[src/rtl/ising_energy_monitor_pkg.sv]
// Shared definitions for the Ising energy monitor.
// Contents:
//   - mon_state_t : monitor FSM states IDLE/SETTLE/EVAL/DONE
//   - cw()        : safe clog2 for widths (never returns 0)
//   - num_pairs() : N*(N-1)/2 spin pairs
//   - bias_of()   : offset subtracted from a weight code to get J
//   - score_width(): signed width that holds the largest possible |score|
//   - pair_index(): linear index of pair (i,j), i<j, i-major then j ascending
package ising_energy_monitor_pkg;

    typedef enum logic [1:0] {
        IDLE,
        SETTLE,
        EVAL,
        DONE
    } mon_state_t;

    function automatic int unsigned cw(input int unsigned n);
        return (n < 2) ? 1 : $clog2(n);
    endfunction

    function automatic int unsigned num_pairs(input int unsigned n);
        return n * (n - 1) / 2;
    endfunction

    function automatic int unsigned bias_of(input int unsigned nw);
        return (nw - 1) / 2;
    endfunction

    function automatic int unsigned score_width(input int unsigned n, input int unsigned nw);
        return $clog2(num_pairs(n) * bias_of(nw) + 1) + 1;
    endfunction

    // Pairs before row i: sum_{k<i}(n-1-k) = i*(2n-i-1)/2; then offset within row.
    function automatic int unsigned pair_index(input int unsigned i, input int unsigned j,
                                               input int unsigned n);
        return i * (2 * n - i - 1) / 2 + (j - i - 1);
    endfunction

endpackage

[src/rtl/ising_energy_monitor_pair_iter.sv]
// ising_pair_iter: walks all spin pairs (i,j), i<j, in i-major order.
// Ports:
//   clk, rstn : clock, asynchronous active-low reset
//   load      : restart at pair (0,1), index 0
//   advance   : step to the next pair (holds on the last pair)
//   i, j      : current pair spin indices
//   p         : current linear pair index
//   last      : current pair is the final one (p == NUM_PAIRS-1)
module ising_pair_iter
    import ising_energy_monitor_pkg::*;
#(
    parameter  int unsigned N         = 6,
    localparam int unsigned NUM_PAIRS = num_pairs(N),
    localparam int unsigned IW        = cw(N),
    localparam int unsigned PW        = cw(NUM_PAIRS)
) (
    input  logic          clk,
    input  logic          rstn,
    input  logic          load,
    input  logic          advance,
    output logic [IW-1:0] i,
    output logic [IW-1:0] j,
    output logic [PW-1:0] p,
    output logic          last
);

    always_comb begin
        last = (p == PW'(pair_index(N - 2, N - 1, N)));
    end

    always_ff @(posedge clk or negedge rstn) begin
        if (!rstn) begin
            i <= '0;
            j <= IW'(1);
            p <= '0;
        end else if (load) begin
            i <= '0;
            j <= IW'(1);
            p <= '0;
        end else if (advance && !last) begin
            p <= p + 1'b1;
            if (j == IW'(N - 1)) begin
                i <= i + 1'b1;
                j <= i + IW'(2);
            end else begin
                j <= j + 1'b1;
            end
        end
    end

endmodule

[src/rtl/ising_energy_monitor.sv]
// ising_energy_monitor: waits for the oscillator phases to settle, snapshots
// them with the coupling weights, scores sum(J_ij * s_i * s_j) one pair per
// cycle, presents the result over valid/ready and tracks the best result.
// Ports:
//   clk, rstn      : clock, asynchronous active-low reset
//   weights        : packed coupling codes, pair p at [p*WW +: WW], J = code - BIAS
//   phase          : spin phases (1 -> +1, 0 -> -1)
//   start          : begin a settle/evaluate run (IDLE only)
//   clear_best     : invalidate best record (a same-edge best update wins)
//   busy           : high in SETTLE and EVAL
//   result_valid/result_ready : result handshake
//   result_score/result_phase/result_timeout : last result
//   best_valid/best_score/best_phase : best result since reset/clear
module ising_energy_monitor
    import ising_energy_monitor_pkg::*;
#(
    parameter  int unsigned N             = 6,
    parameter  int unsigned NUM_WEIGHTS   = 3,
    parameter  int unsigned STABLE_CYCLES = 8,
    parameter  int unsigned TIMEOUT       = 1024,
    localparam int unsigned NUM_PAIRS     = num_pairs(N),
    localparam int unsigned WW            = cw(NUM_WEIGHTS),
    localparam int unsigned BIAS          = bias_of(NUM_WEIGHTS),
    localparam int unsigned SW            = score_width(N, NUM_WEIGHTS)
) (
    input  logic                    clk,
    input  logic                    rstn,
    input  logic [NUM_PAIRS*WW-1:0] weights,
    input  logic [N-1:0]            phase,
    input  logic                    start,
    input  logic                    clear_best,
    output logic                    busy,
    output logic                    result_valid,
    input  logic                    result_ready,
    output logic signed [SW-1:0]    result_score,
    output logic [N-1:0]            result_phase,
    output logic                    result_timeout,
    output logic                    best_valid,
    output logic signed [SW-1:0]    best_score,
    output logic [N-1:0]            best_phase
);

    localparam int unsigned IW  = cw(N);
    localparam int unsigned PW  = cw(NUM_PAIRS);
    localparam int unsigned STW = cw(STABLE_CYCLES + 1);
    localparam int unsigned TOW = cw(TIMEOUT + 1);
    localparam logic signed [WW+1:0] BIAS_V = (WW + 2)'(BIAS);

    mon_state_t state, state_nxt;

    logic [N-1:0]            prev;
    logic [STW-1:0]          stable_cnt;
    logic [TOW-1:0]          settle_cnt;
    logic [N-1:0]            snap_phase;
    logic [NUM_PAIRS*WW-1:0] snap_weights;
    logic                    snap_timeout;
    logic signed [SW-1:0]    acc;

    logic [IW-1:0]           pi;
    logic [IW-1:0]           pj;
    logic [PW-1:0]           pp;
    logic                    plast;

    logic                    stable_hit;
    logic                    timeout_hit;
    logic                    go_eval;
    logic                    iter_load;
    logic [WW-1:0]           code;
    logic signed [WW+1:0]    jv;
    logic signed [WW+1:0]    tv;
    logic signed [SW-1:0]    term;
    logic signed [SW-1:0]    score_final;

    ising_pair_iter #(.N(N)) u_iter (
        .clk     (clk),
        .rstn    (rstn),
        .load    (iter_load),
        .advance (state == EVAL),
        .i       (pi),
        .j       (pj),
        .p       (pp),
        .last    (plast)
    );

    // Both hit tests look at the value the counter takes on this edge, so the
    // EVAL transition happens on the very edge the threshold is reached.
    always_comb begin
        stable_hit  = (phase == prev) &&
                      (32'(stable_cnt) + 32'd1 == 32'(STABLE_CYCLES));
        timeout_hit = (32'(settle_cnt) + 32'd1 >= 32'(TIMEOUT));
        go_eval     = stable_hit || timeout_hit;
        iter_load   = (state == SETTLE) && go_eval;
    end

    // s_i*s_j is +1 when the phase bits agree, -1 otherwise.
    always_comb begin
        code        = snap_weights[pp*WW +: WW];
        jv          = $signed({2'b00, code}) - BIAS_V;
        tv          = (snap_phase[pi] == snap_phase[pj]) ? jv : -jv;
        term        = SW'(tv);
        score_final = acc + term;
    end

    always_comb begin
        busy = (state == SETTLE) || (state == EVAL);
    end

    always_comb begin
        state_nxt = state;
        unique case (state)
            IDLE:    if (start) state_nxt = SETTLE;
            SETTLE:  if (go_eval) state_nxt = EVAL;
            EVAL:    if (plast) state_nxt = DONE;
            DONE:    if (result_valid && result_ready) state_nxt = IDLE;
            default: state_nxt = IDLE;
        endcase
    end

    always_ff @(posedge clk or negedge rstn) begin
        if (!rstn) begin
            state <= IDLE;
        end else begin
            state <= state_nxt;
        end
    end

    always_ff @(posedge clk or negedge rstn) begin
        if (!rstn) begin
            prev           <= '0;
            stable_cnt     <= '0;
            settle_cnt     <= '0;
            snap_phase     <= '0;
            snap_weights   <= '0;
            snap_timeout   <= 1'b0;
            acc            <= '0;
            result_valid   <= 1'b0;
            result_score   <= '0;
            result_phase   <= '0;
            result_timeout <= 1'b0;
            best_valid     <= 1'b0;
            best_score     <= '0;
            best_phase     <= '0;
        end else begin
            // Placed first so a best update later in this block overrides it.
            if (clear_best) begin
                best_valid <= 1'b0;
            end
            unique case (state)
                IDLE: begin
                    if (start) begin
                        prev       <= phase;
                        stable_cnt <= '0;
                        settle_cnt <= '0;
                    end
                end
                SETTLE: begin
                    settle_cnt <= settle_cnt + 1'b1;
                    stable_cnt <= (phase == prev) ? stable_cnt + 1'b1 : '0;
                    prev       <= phase;
                    if (go_eval) begin
                        snap_phase   <= phase;
                        snap_weights <= weights;
                        snap_timeout <= !stable_hit;
                        acc          <= '0;
                    end
                end
                EVAL: begin
                    acc <= score_final;
                    if (plast) begin
                        result_score   <= score_final;
                        result_phase   <= snap_phase;
                        result_timeout <= snap_timeout;
                        result_valid   <= 1'b1;
                        if (!best_valid || score_final > best_score) begin
                            best_score <= score_final;
                            best_phase <= snap_phase;
                            best_valid <= 1'b1;
                        end
                    end
                end
                DONE: begin
                    if (result_ready) begin
                        result_valid <= 1'b0;
                    end
                end
                default: ;
            endcase
        end
    end

endmodule

[config.mk]
export PLATFORM = sky130hd
export DESIGN_NAME = ising_energy_monitor
export DESIGN_NICKNAME = d
export VERILOG_FILES = /design/src/rtl/ising_energy_monitor_pkg.sv /design/src/rtl/ising_energy_monitor_pair_iter.sv /design/src/rtl/ising_energy_monitor.sv
export SDC_FILE = /design/constraint.sdc
export NUM_CORES = 1
export LEC_CHECK = 0
export BUFFER_PORTS_ARGS = -buffer_cell sky130_fd_sc_hd__buf_2
export CAP_MARGIN = 10
export CELL_PAD_IN_SITES_DETAIL_PLACEMENT = 0
export CELL_PAD_IN_SITES_GLOBAL_PLACEMENT = 2
export CORE_MARGIN = 8
export CORE_UTILIZATION = 44
export CTS_BUF_LIST = sky130_fd_sc_hd__clkbuf_2 sky130_fd_sc_hd__clkbuf_4 sky130_fd_sc_hd__clkbuf_8
export CTS_CLUSTER_DIAMETER = 50
export DETAILED_ROUTE_END_ITERATION = 8
export GPL_ROUTABILITY_DRIVEN = 0
export GPL_TIMING_DRIVEN = 0
export PLACE_DENSITY = 0.86
export SLEW_MARGIN = 10
export SYNTH_ARGS = -nofsm -noshare
export SYNTH_HDL_FRONTEND = slang
export SYNTH_HIERARCHICAL = 1
export SYNTH_SLANG_ARGS = --single-unit
[constraint.sdc]
create_clock -name clk -period 10.3 [get_ports clk]
set_input_delay 2.575 -clock clk [delete_from_list [all_inputs] [get_ports clk]]
set_output_delay 2.575 -clock clk [all_outputs]
set_load 0.01 [all_outputs]
==> metrics.md, run 1 <==
| Metric | Value |
|---|---|
| Status | `finished clean` |
| Number of flops mapped to enable cells by yosys | `0` |
| CP Launch Type | `flop` |
| Final ANT Viol Nets | `0` |
| Nets | `549` |
| Setup Skew | `8.242 ps` |
| Fmax | `180.4 MHz` |
| Fin area | `0.005754 mm2` |
| Clock buffer depth | `2` |
| Delay of the slowest critical-path stage | `550 ps` |
| Slew headroom | `0.5670` |
| Drt pass-1 iters | `4` |
| Chip Height | `122.5 um` |
| Slew Viols, Final | `0` |
| Largest net degree at the start of global routing | `54` |
| Layout area overhead | `15.21%` |
| Setup bufs post-CTS | `0` |
| Critical Path Fanout Max | `10` |
| Synth unique cells | `54` |
| Max-cap viol count | `0` |
| Clock buffer count from CTS | `9` |
| Core ar. | `0.01127 mm2` |
| Iter 0 DRT Violations | `184` |
| Synth Register Bits | `100` |
| Worst slew pin tran | `649.5 ps` |
| # placed instances | `616` |
| Vias in the first global route | `3557` |
| Cells along the critical path | `clkbuf_1 -> mux4_2 -> mux4_2 -> ha_1 -> nor2_2 -> xor2_1 -> ha_1 -> a21o_1 -> a21oi_1 -> xnor2_1 -> xnor2_1 -> xnor2_1 -> ha_1 -> o21ai_0 -> nor3_1 -> a211o_1 -> clkbuf_1 -> mux2_2` |
| Ports | `67` |
| R2R setup slack | `4760 ps` |
| DP Area | `0.005534 mm2` |
| RSZ-0062 raised after global routing | `false` |
| Global route overflow | `0` |
| Port bufs | `66` |
| Syn Area/Cell | `12.30 um2` |
| Post-synth ARST share | `1.000` |
| Num rows | `39` |
| DR vias | `3334` |
| # diodes | `0` |
| Crit path kind | `reg -> reg` |
| HP Class | `reg -> reg` |
| CTS H-tree lvls | `3` |
| Cell Area, Synth | `0.004995 mm2` |
| Post-DP HPWL | `7774 um` |
| Fin crit period | `5544 ps` |
| CTS Sinks | `100` |
| Worst hold margin | `497.6 ps` |
| DR WL/cell | `16.43 um` |
| Req. time, crit path | `10550 ps` |
| Syn Nets | `471` |
| Sum Neg Setup Slack | `0 ps` |
| First-pass GRT wire length | `17680 um` |
| Worst R2R Path Depth | `18` |
| Pre-CTS setup slack | `4775 ps` |
| Worst hold start | `snap_weights[20]` |
| PD cells | `120.3 mW/mm2` |
| Final worst path period share | `0.5383` |
| Clock latency on the worst-skew pair | `360 ps` |
| Most frequent cells in the layout | `dfrtp_1 (99), buf_2 (69), mux2_2 (67)` |
| R2r startpoint | `u_iter/p[1]` |
| Family with the most delay on the worst path | `multiplexers` |
| Syn Inst Count | `406` |
| Power consumption | `0.6924 mW` |
| Most common cell after layout, fill and taps aside | `dfrtp_1` |
| Post-CTS sizing | `0` |
| Fin util | `0.5105` |
| Clk pin slew, worst setup/hold paths | `100 ps` |
| Leak | `2.870 nW` |
| Initial Util | `0.4431` |
| Initial antenna violation count | `0` |
| Die Wd | `122.5 um` |
| Critical path buffers and inverters | `2` |
| Worst setup margin | `4756 ps` |
| Critical Path AT | `5800 ps` |
| Worst Setup SP | `u_iter/p[1]` |
| Peak supply drop | `0.00005857 V` |
| Die Area | `0.01502 mm2` |
| Hold path depth | `1` |
| Sequential area share after synthesis | `0.5013` |
| Total global-route track usage | `0.1495` |
| Layout cell share with drive strength beyond 1 | `0.3538` |
| Root buffer cell | `clkbuf_8` |
| Reg-to-Reg End | `best_phase[4]` |
| Non-Filler Instances | `632` |
| Final setup fails | `0` |
| Hold Fails Final Rpt | `0` |
| DRT Wirelength | `10380 um` |
| Top FF cell, synth | `dfrtp_1` |
| CTS tree | `built` |
| Min-Delay Endpoint | `snap_weights[20]` |
| CP endpoint kind | `flop` |
| Ys Warns | `6` |
| CP max-delay cell | `mux4_2` |
| # hold bufs at CTS | `0` |
| Drt drc | `0` |
| Avg Vias per Cell | `5.275` |
-- final cells by class --
type	instances	area, um2
well taps	143	178.9
inverters	26	97.59
clock buffers	10	131.4
flip-flops and latches	100	2504
fillers	1013	5518
repair buffers	67	360.3
plain buffers	12	53.80
clock inverters	6	88.84
multi-input cells	268	2340
-- worst max path at each step --
stage                     to  slack [ps]  cells after the start
2_1_floorplan  best_phase[0]        5500                     18
3_3_place_gp   best_score[2]        4830                     18
3_5_place_dp   best_phase[4]        4770                     18
4_1_cts        best_phase[4]        4730                     18
5_1_grt        best_phase[2]        4380                     18
6_report       best_phase[4]        4760                     18
-- worst register-to-register path, stage by stage, from the launching register on --
cell and delay, ps:
dfrtp_1 420, clkbuf_1 460, mux4_2 400, mux4_2 550, ha_1 240, nor2_2 150
xor2_1 280, ha_1 330, a21o_1 200, a21oi_1 200, xnor2_1 170, xnor2_1 110
xnor2_1 310, ha_1 310, o21ai_0 220, nor3_1 70, a211o_1 340, clkbuf_1 300
mux2_2 360
-- power by group --
group	internal (mW)	leakage, nW	switching [mW]
Sequential	0.394	1.30	0.000886
Combinational	0.00875	1.46	0.0130
Clock	0.140	0.106	0.137
Total	0.542	2.87	0.151
-- cell usage after synthesis, types with 2 or more instances --
master,count,share of area
xor2_1,14,0.025
inv_2,2,0.0015
o2111ai_1,2,0.0035
mux2i_1,4,0.0080
mux2_2,67,0.15
nand2b_1,3,0.0038
ha_1,23,0.058
nor3_1,2,0.0020
nand3_2,2,0.0040
inv_1,24,0.018
a22oi_1,2,0.0030
a21oi_1,14,0.014
mux4_1,2,0.011
nor2_1,16,0.012
xnor2_1,7,0.012
o31ai_1,2,0.0030
nand2_1,25,0.019
a21o_1,2,0.0030
dfrtp_1,99,0.50
clkbuf_1,6,0.0045
mux4_2,8,0.036
a32o_1,6,0.012
o21ai_0,22,0.022
nand3_1,5,0.0050
nor2b_1,4,0.0050
or3_1,5,0.0063
nand4_1,6,0.0075
buf_2,4,0.0040
nor3b_1,3,0.0045
-- routing by layer --
metal	routed length (um)	share of wire	track usage	vias to the layer above
li1	-	-	-	1616
met1	4857	0.47	0.1885	1643
met2	4828	0.47	0.2450	60
met3	495	0.048	0.02990	15
met4	199	0.019	0.06626	0
met5	0	0	0	-
-- sequential cells by signal, summed over array words and instances (netlist names), 3 cells and up --
name          count
u_iter/p          4
u_iter/i          3
prev              6
result_phase      6
stable_cnt        4
snap_phase        6
best_score        5
settle_cnt       11
u_iter/j          3
best_phase        6
acc               5
snap_weights     30
result_score      5
-- cells by family (layout without fill, tap and decap cells) --
logic type | after synthesis | in the layout | share of synthesized area
mux | 82 | 82 | 0.2079
flops | 100 | 100 | 0.5013
buf+inv | 38 | 121 | 0.03031
compound gates | 63 | 63 | 0.08242
xor+xnor | 21 | 21 | 0.03682
fa+ha+maj | 24 | 24 | 0.06162
simple gates | 78 | 78 | 0.07966
(Power assumes the default switching activity.)
==> run 2: changes to the inputs <==
ABC_AREA = 1   (was not set)
CORE_UTILIZATION = 32   (was 44)
PLACE_DENSITY = 0.76   (was 0.86)
clock period = 4.9 ns   (was 10.3 ns; I/O delays follow)
==> run 2 against run 1 <==
Net effect:
- clock skew fell by 3.2 ps
- sequential share of layout area fell by 2.9 points
- sequential power rose to 3.4 times the previous value
- non-clock buffer count rose by 9
- first-iteration DRC count rose by 7.1%
- largest power group is now combinational cells
- final cell count rose by 53%
- wire length rose by 26%
==> metrics.md, run 2 <==
| Metric | Value |
|---|---|
| Status | `finished clean` |
| Crit path kind | `reg -> reg` |
| Req. time, crit path | `5160 ps` |
| Number of flops mapped to enable cells by yosys | `0` |
| DR vias | `4383` |
| Main combinational cell family by area after synthesis | `simple AND/OR/NAND/NOR gates` |
| PD cells | `700.6 mW/mm2` |
| Synth unique cells | `37` |
| Area share of the largest cell type after synthesis | `0.4718` |
| Max-cap viol count | `0` |
| Ys Warns | `6` |
| DP Area | `0.005891 mm2` |
| Layout cell share with drive strength beyond 1 | `0.1729` |
| Sum Neg Setup Slack | `0 ps` |
| Synth Area in Simple Gates | `0.2633` |
| Slew headroom | `0.6885` |
| # diodes | `0` |
| Synth Register Bits | `100` |
| Nets | `806` |
| Gr busiest metal | `met2` |
| Syn Area/Cell | `7.969 um2` |
| Grt met1 use | `0.1725` |
| First-pass GRT wire length | `21510 um` |
| Initial Util | `0.3224` |
| Vias in the first global route | `4256` |
| Global route overflow | `0` |
| Sequential area share after synthesis | `0.4768` |
| Final worst path period share | `0.9208` |
| Core ar. | `0.01629 mm2` |
| Post-DP HPWL | `9784 um` |
| CTS tree | `built` |
| CP max-delay cell | `dfrtp_2` |
| Delay of the slowest critical-path stage | `470 ps` |
| Power consumption | `4.324 mW` |
| Number of fill cells | `1763` |
| Num rows | `47` |
| Met3 GRT Util | `0.03367` |
| CTS H-tree lvls | `3` |
| Clk pin slew, worst setup/hold paths | `90 ps` |
| Final setup fails | `0` |
| Met2 Use GR | `0.2151` |
| Area contributors post-synth | `dfrtp_1 (47%), nand2_1 (15%), o21ai_0 (6.1%), ha_1 (5.5%), inv_1 (5.4%)` |
| Largest net degree at the start of global routing | `54` |
| Hold Fails Final Rpt | `0` |
| Worst slew pin tran | `467.3 ps` |
| Syn Inst Count | `659` |
| Fin area | `0.006171 mm2` |
| Top flop regs | `snap_weights: 30 flops, settle_cnt: 11 flops` |
| Synth top cells by count | `nand2_1 (215), dfrtp_1 (99), inv_1 (75)` |
| Chip Height | `144.1 um` |
| Clock buffer count from CTS | `9` |
| Ports | `67` |
| Largest Register | `snap_weights` |
| Peak supply drop | `0.0002401 V` |
| Total global-route track usage | `0.1328` |
| Post-synth ARST share | `1.000` |
| Cell Area, Synth | `0.005251 mm2` |
| Critical Path AT | `4770 ps` |
| Final ANT Viol Nets | `0` |
| Root buffer cell | `clkbuf_8` |
| Leak | `3.272 nW` |
| Die Area | `0.02076 mm2` |
| # hold bufs at CTS | `0` |
| Fmax | `221.6 MHz` |
| Avg Vias per Cell | `4.537` |
| XOR/XNOR Fraction of Synth Area | `0.02001` |
| Iter 0 DRT Violations | `197` |
| Top FF cell, synth | `dfrtp_1` |
| Port bufs | `66` |
| Fin util | `0.3788` |
| Post-synthesis adder-cell area fraction | `0.05861` |
| HP Class | `reg -> reg` |
| CTS Sinks | `100` |
| Top-count cell post-synth | `nand2_1` |
| Die Wd | `144.1 um` |
| Area leader, netlist | `dfrtp_1` |
| Most frequent cells in the layout | `nand2_1 (215), dfrtp_1 (97), inv_1 (74)` |
| Multiplexer share of the synthesized area | `0.003812` |
| Drt pass-1 iters | `4` |
| Post-synthesis compound-gate area fraction | `0.09864` |
| Most common cell after layout, fill and taps aside | `nand2_1` |
| Initial antenna violation count | `0` |
| Clock buffer depth | `2` |
| Syn Nets | `724` |
| DRT Wirelength | `13050 um` |
| RSZ-0062 raised after global routing | `false` |
| CP endpoint kind | `flop` |
| Setup Skew | `5.074 ps` |
| Clock latency on the worst-skew pair | `380 ps` |
| Drt drc | `0` |
| Layout area overhead | `17.51%` |
| Slew Viols, Final | `0` |
| CP Launch Type | `flop` |
| Max reg flops | `30` |
| DR WL/cell | `13.51 um` |
| Critical Path Fanout Max | `10` |
| Fin crit period | `4512 ps` |
-- run 2: metal layers --
| layer | up-vias | part of all wire |
|---|---|---|
| met1 | 2058 | 0.48 |
| met4 | 0 | 0.010 |
| li1 | 2259 | - |
| met3 | 11 | 0.040 |
| met2 | 55 | 0.47 |
| met5 | - | 0 |
-- run 2: critical path: cells and delay by family (launching register included) --
family	cells	cell delay, ps
buffers and inverters	6	740
xor gates and xnor gates	2	440
DFF	1	470
AOI/OAI and AO/OA	5	780
and+or+nand+nor	10	1080
adders and majority gates	3	870
-- run 2: through the flow --
stage          hold WS [ps]  instances  setup WS, ps
2_1_floorplan         443.5        659         945.4
3_5_place_dp          459.5        946         57.17
3_3_place_gp          458.9        945         109.8
4_1_cts               485.5        962         26.83
6_report              482.1        966         388.3
5_1_grt               503.2        966         31.98
-- run 2: where the power goes --
part | switching, mW | leakage (nW) | internal (mW) | total [mW]
Combinational | 1.44 | 1.84 | 0.914 | 2.35
Clock | 0.296 | 0.123 | 0.338 | 0.634
Sequential | 0.224 | 1.31 | 1.12 | 1.34
-- run 2: cells by family (layout without fill, tap and decap cells) --
family / Yosys count / in the layout
XOR/XNOR: 12 / 12
AO/OA/AOI/OAI: 96 / 96
flip-flops: 100 / 100
AND/OR/NAND/NOR: 329 / 329
adder cells (fa/ha/maj): 24 / 24
buffers and inverters: 96 / 183
multiplexers: 2 / 2
-- run 2: area by class of cell --
| type | instances | area, um2 | share of cell area |
|---|---|---|---|
| plain buffers | 17 | 120.1 | 0.01946 |
| clock buffers | 9 | 123.9 | 0.02007 |
| clock inverters | 7 | 113.9 | 0.01845 |
| inverters | 79 | 304.0 | 0.04927 |
| multi-input cells | 463 | 2333 | 0.3781 |
| flip-flops and latches | 100 | 2506 | 0.4061 |
| well taps | 220 | 275.3 | 0.04461 |
| repair buffers | 71 | 394.1 | 0.06387 |
-- run 2: final timing paths --
path / start / end / slack, ps / cells past startpoint
min in group asynchronous: rstn / result_score[1] / 770 / 1
max in group asynchronous: rstn / u_iter/j[0] / 3450 / 2
worst max-delay path: u_iter/p[0] / best_phase[3] / 390 / 26
worst min-delay path: snap_weights[10] / snap_weights[10] / 480 / 2
worst min register to register: snap_weights[10] / snap_weights[10] / 480 / 2
worst max register to register: u_iter/p[0] / best_phase[3] / 390 / 26
-- run 2: what timing repair did --
| item | in CTS | in global routing |
|---|---|---|
| gates resized for setup | 0 | 14 |
| endpoints found under the setup margin | 0 | 12 |
| setup buffers | 0 | 4 |
==> run 3: changes to the inputs <==
--- a/config.mk
+++ b/config.mk
@@ -7,3 +7,2 @@
 export LEC_CHECK = 0
-export ABC_AREA = 1
 export BUFFER_PORTS_ARGS = -buffer_cell sky130_fd_sc_hd__buf_2
@@ -13,3 +12,3 @@
 export CORE_MARGIN = 8
-export CORE_UTILIZATION = 32
+export CORE_UTILIZATION = 36
 export CTS_BUF_LIST = sky130_fd_sc_hd__clkbuf_2 sky130_fd_sc_hd__clkbuf_4 sky130_fd_sc_hd__clkbuf_8
@@ -19,3 +18,3 @@
 export GPL_TIMING_DRIVEN = 0
-export PLACE_DENSITY = 0.76
+export PLACE_DENSITY = 0.75
 export SLEW_MARGIN = 10
==> constraint.sdc (replaced) <==
create_clock -name clk -period 4.9 [get_ports clk]
set_input_delay 0 -clock clk [delete_from_list [all_inputs] [get_ports clk]]
set_output_delay 0 -clock clk [all_outputs]
set_load 0.01 [all_outputs]
==> run 3 against run 2 <==
Net effect:
- setup slack got worse by 190 ps
- worst hold slack got worse by 410 ps
- utilization is 8.1 points higher
- global-route usage rose by 0.22 points
- final area up 2.2%
- clock-buffer cell count did not move
- first-iteration DRC count fell by 19%
==> metrics.md, run 3 (same netlist as run 1, synthesis figures left out) <==
| Metric | Value |
|---|---|
| Max-cap viol count | `0` |
| Non-Filler Instances | `714` |
| Largest Register | `snap_weights` |
| Initial antenna violation count | `0` |
| Cells along the critical path | `buf_6 -> mux4_2 -> mux4_2 -> inv_2 -> ha_1 -> xnor2_2 -> fa_2 -> a21o_1 -> a21oi_2 -> xnor2_2 -> xnor2_2 -> xnor2_2 -> ha_1 -> o21ai_2 -> a21oi_1 -> a211o_1 -> clkbuf_8 -> mux2_2` |
| Peak supply drop | `0.0001199 V` |
| Critical Path AT | `4970 ps` |
| Fin util | `0.4597` |
| Largest net degree at the start of global routing | `63` |
| # diodes | `0` |
| Die Wd | `133.8 um` |
| Worst slew pin tran | `587.6 ps` |
| Power consumption | `1.442 mW` |
| CP endpoint kind | `flop` |
| DR WL/cell | `15.86 um` |
| Vias in the first global route | `3756` |
| Ports | `67` |
| Drt pass-1 iters | `4` |
| Most common cell after layout, fill and taps aside | `dfrtp_1` |
| RSZ-0062 raised after global routing | `false` |
| CTS Sinks | `100` |
| Clk pin slew, worst setup/hold paths | `100 ps` |
| Sum Neg Setup Slack | `0 ps` |
| Most frequent cells in the layout | `dfrtp_1 (99), buf_2 (68), mux2_2 (67)` |
| PD cells | `228.7 mW/mm2` |
| First-pass GRT wire length | `19310 um` |
| Root buffer cell | `clkbuf_8` |
| Core ar. | `0.01372 mm2` |
| Nets | `594` |
| Worst hold margin | `71.03 ps` |
| Delay of the slowest critical-path stage | `560 ps` |
| Number of fill cells | `1266` |
| Req. time, crit path | `5170 ps` |
| Iter 0 DRT Violations | `159` |
| CTS tree | `built` |
| Global route overflow | `0` |
| Initial Util | `0.3641` |
| Final worst path period share | `0.9605` |
| CTS H-tree lvls | `3` |
| Leak | `3.089 nW` |
| Status | `finished clean` |
| Top flop regs | `snap_weights: 30 flops, settle_cnt: 11 flops` |
| Fin crit period | `4707 ps` |
| HP Class | `in -> reg` |
| Num rows | `43` |
| Worst setup margin | `193.3 ps` |
| CP max-delay cell | `mux4_2` |
| Die Area | `0.01790 mm2` |
| Port bufs | `66` |
| Clock buffer count from CTS | `9` |
| Hold Fails Final Rpt | `0` |
| DR vias | `3525` |
| CP Launch Type | `flop` |
| Post-DP HPWL | `7987 um` |
| Fin area | `0.006307 mm2` |
| Multi-input gate area | `0.002407 mm2` |
| Final ANT Viol Nets | `0` |
| Drt drc | `0` |
| Total global-route track usage | `0.1350` |
| Chip Height | `133.8 um` |
| Family with the most delay on the worst path | `multiplexers` |
| Critical path's most frequent cell | `xnor2_2` |
| Slew Viols, Final | `0` |
| Critical Path Fanout Max | `10` |
| Slew headroom | `0.6056` |
| Clock latency on the worst-skew pair | `380 ps` |
| Layout area overhead | `26.28%` |
| Max reg flops | `30` |
| DRT Wirelength | `11320 um` |
| Pre-CTS setup slack | `-716.1 ps` |
| Crit path kind | `reg -> reg` |
| Fmax | `212.5 MHz` |
| # placed instances | `653` |
| FF/Latch Area | `0.002504 mm2` |
| Setup Skew | `7.486 ps` |
| Clock buffer depth | `2` |
| Layout cell share with drive strength beyond 1 | `0.3596` |
| Final setup fails | `0` |
| Avg Vias per Cell | `4.937` |
| Critical path buffers and inverters | `3` |
| DP Area | `0.005584 mm2` |
run 3: cell types whose count changed in the layout (fill, tap and decap cells not counted), moves of 8 or more:
| cell | before | now |
|---|---|---|
| nand2_1 | 215 | 25 |
| mux4_2 | 0 | 8 |
| mux2_2 | 0 | 67 |
| nor2_1 | 41 | 16 |
| nand2_2 | 11 | 0 |
| o21ai_0 | 63 | 21 |
| nand3_1 | 38 | 5 |
| dlygate4sd3_1 | 0 | 39 |
| inv_1 | 74 | 23 |
run 3: worst paths after layout:
path	end	slack [ps]	cells past startpoint	start
worst max-delay path	best_phase[4]	190	18	u_iter/p[0]
worst min-delay path	settle_cnt[5]	70	4	start
worst max register to register	best_phase[4]	190	18	u_iter/p[0]
worst min register to register	result_score[0]	490	2	result_score[0]
max in group asynchronous	settle_cnt[1]	4190	3	rstn
min in group asynchronous	result_phase[4]	80	2	rstn
run 3: per-layer routing:
metal  track usage  wire length [um]  vias up
li1              -                 -     1712
met1        0.1699              5080     1727
met2        0.2195              5557       70
met3       0.02655               456       16
met4       0.06301               228        0
met5             0                 0        -
run 3: repair_timing:
| item | CTS | global route |
|---|---|---|
| pin swaps | 3 | 7 |
| buffers inserted | 4 | 2 |
| endpoints found under the setup margin | 12 | 12 |
| hold buffers | 39 | 0 |
| endpoints found under the hold margin | 145 | 0 |
| gates resized for setup | 13 | 7 |
run 3: worst min-delay path, stage by stage:
cell,delay (ps)
buf_2,110
nand2_1,60
nor2_1,120
nor2_1,120
run 3: final cells by class:
class | count | area share
inverter | 26 | 0.01547
buffer | 12 | 0.01170
timing repair buffer | 112 | 0.1268
multi-input combinational | 268 | 0.3817
clock buffer | 9 | 0.01964
tap | 180 | 0.03571
sequential | 100 | 0.3969
clock inverter | 7 | 0.01210
run 3: power by group:
group / internal, mW / switching (mW) / leakage, nW
logic: 0.0389 / 0.0311 / 1.69
clock network: 0.240 / 0.304 / 0.101
registers: 0.827 / 0.00182 / 1.30
total: 1.11 / 0.337 / 3.09
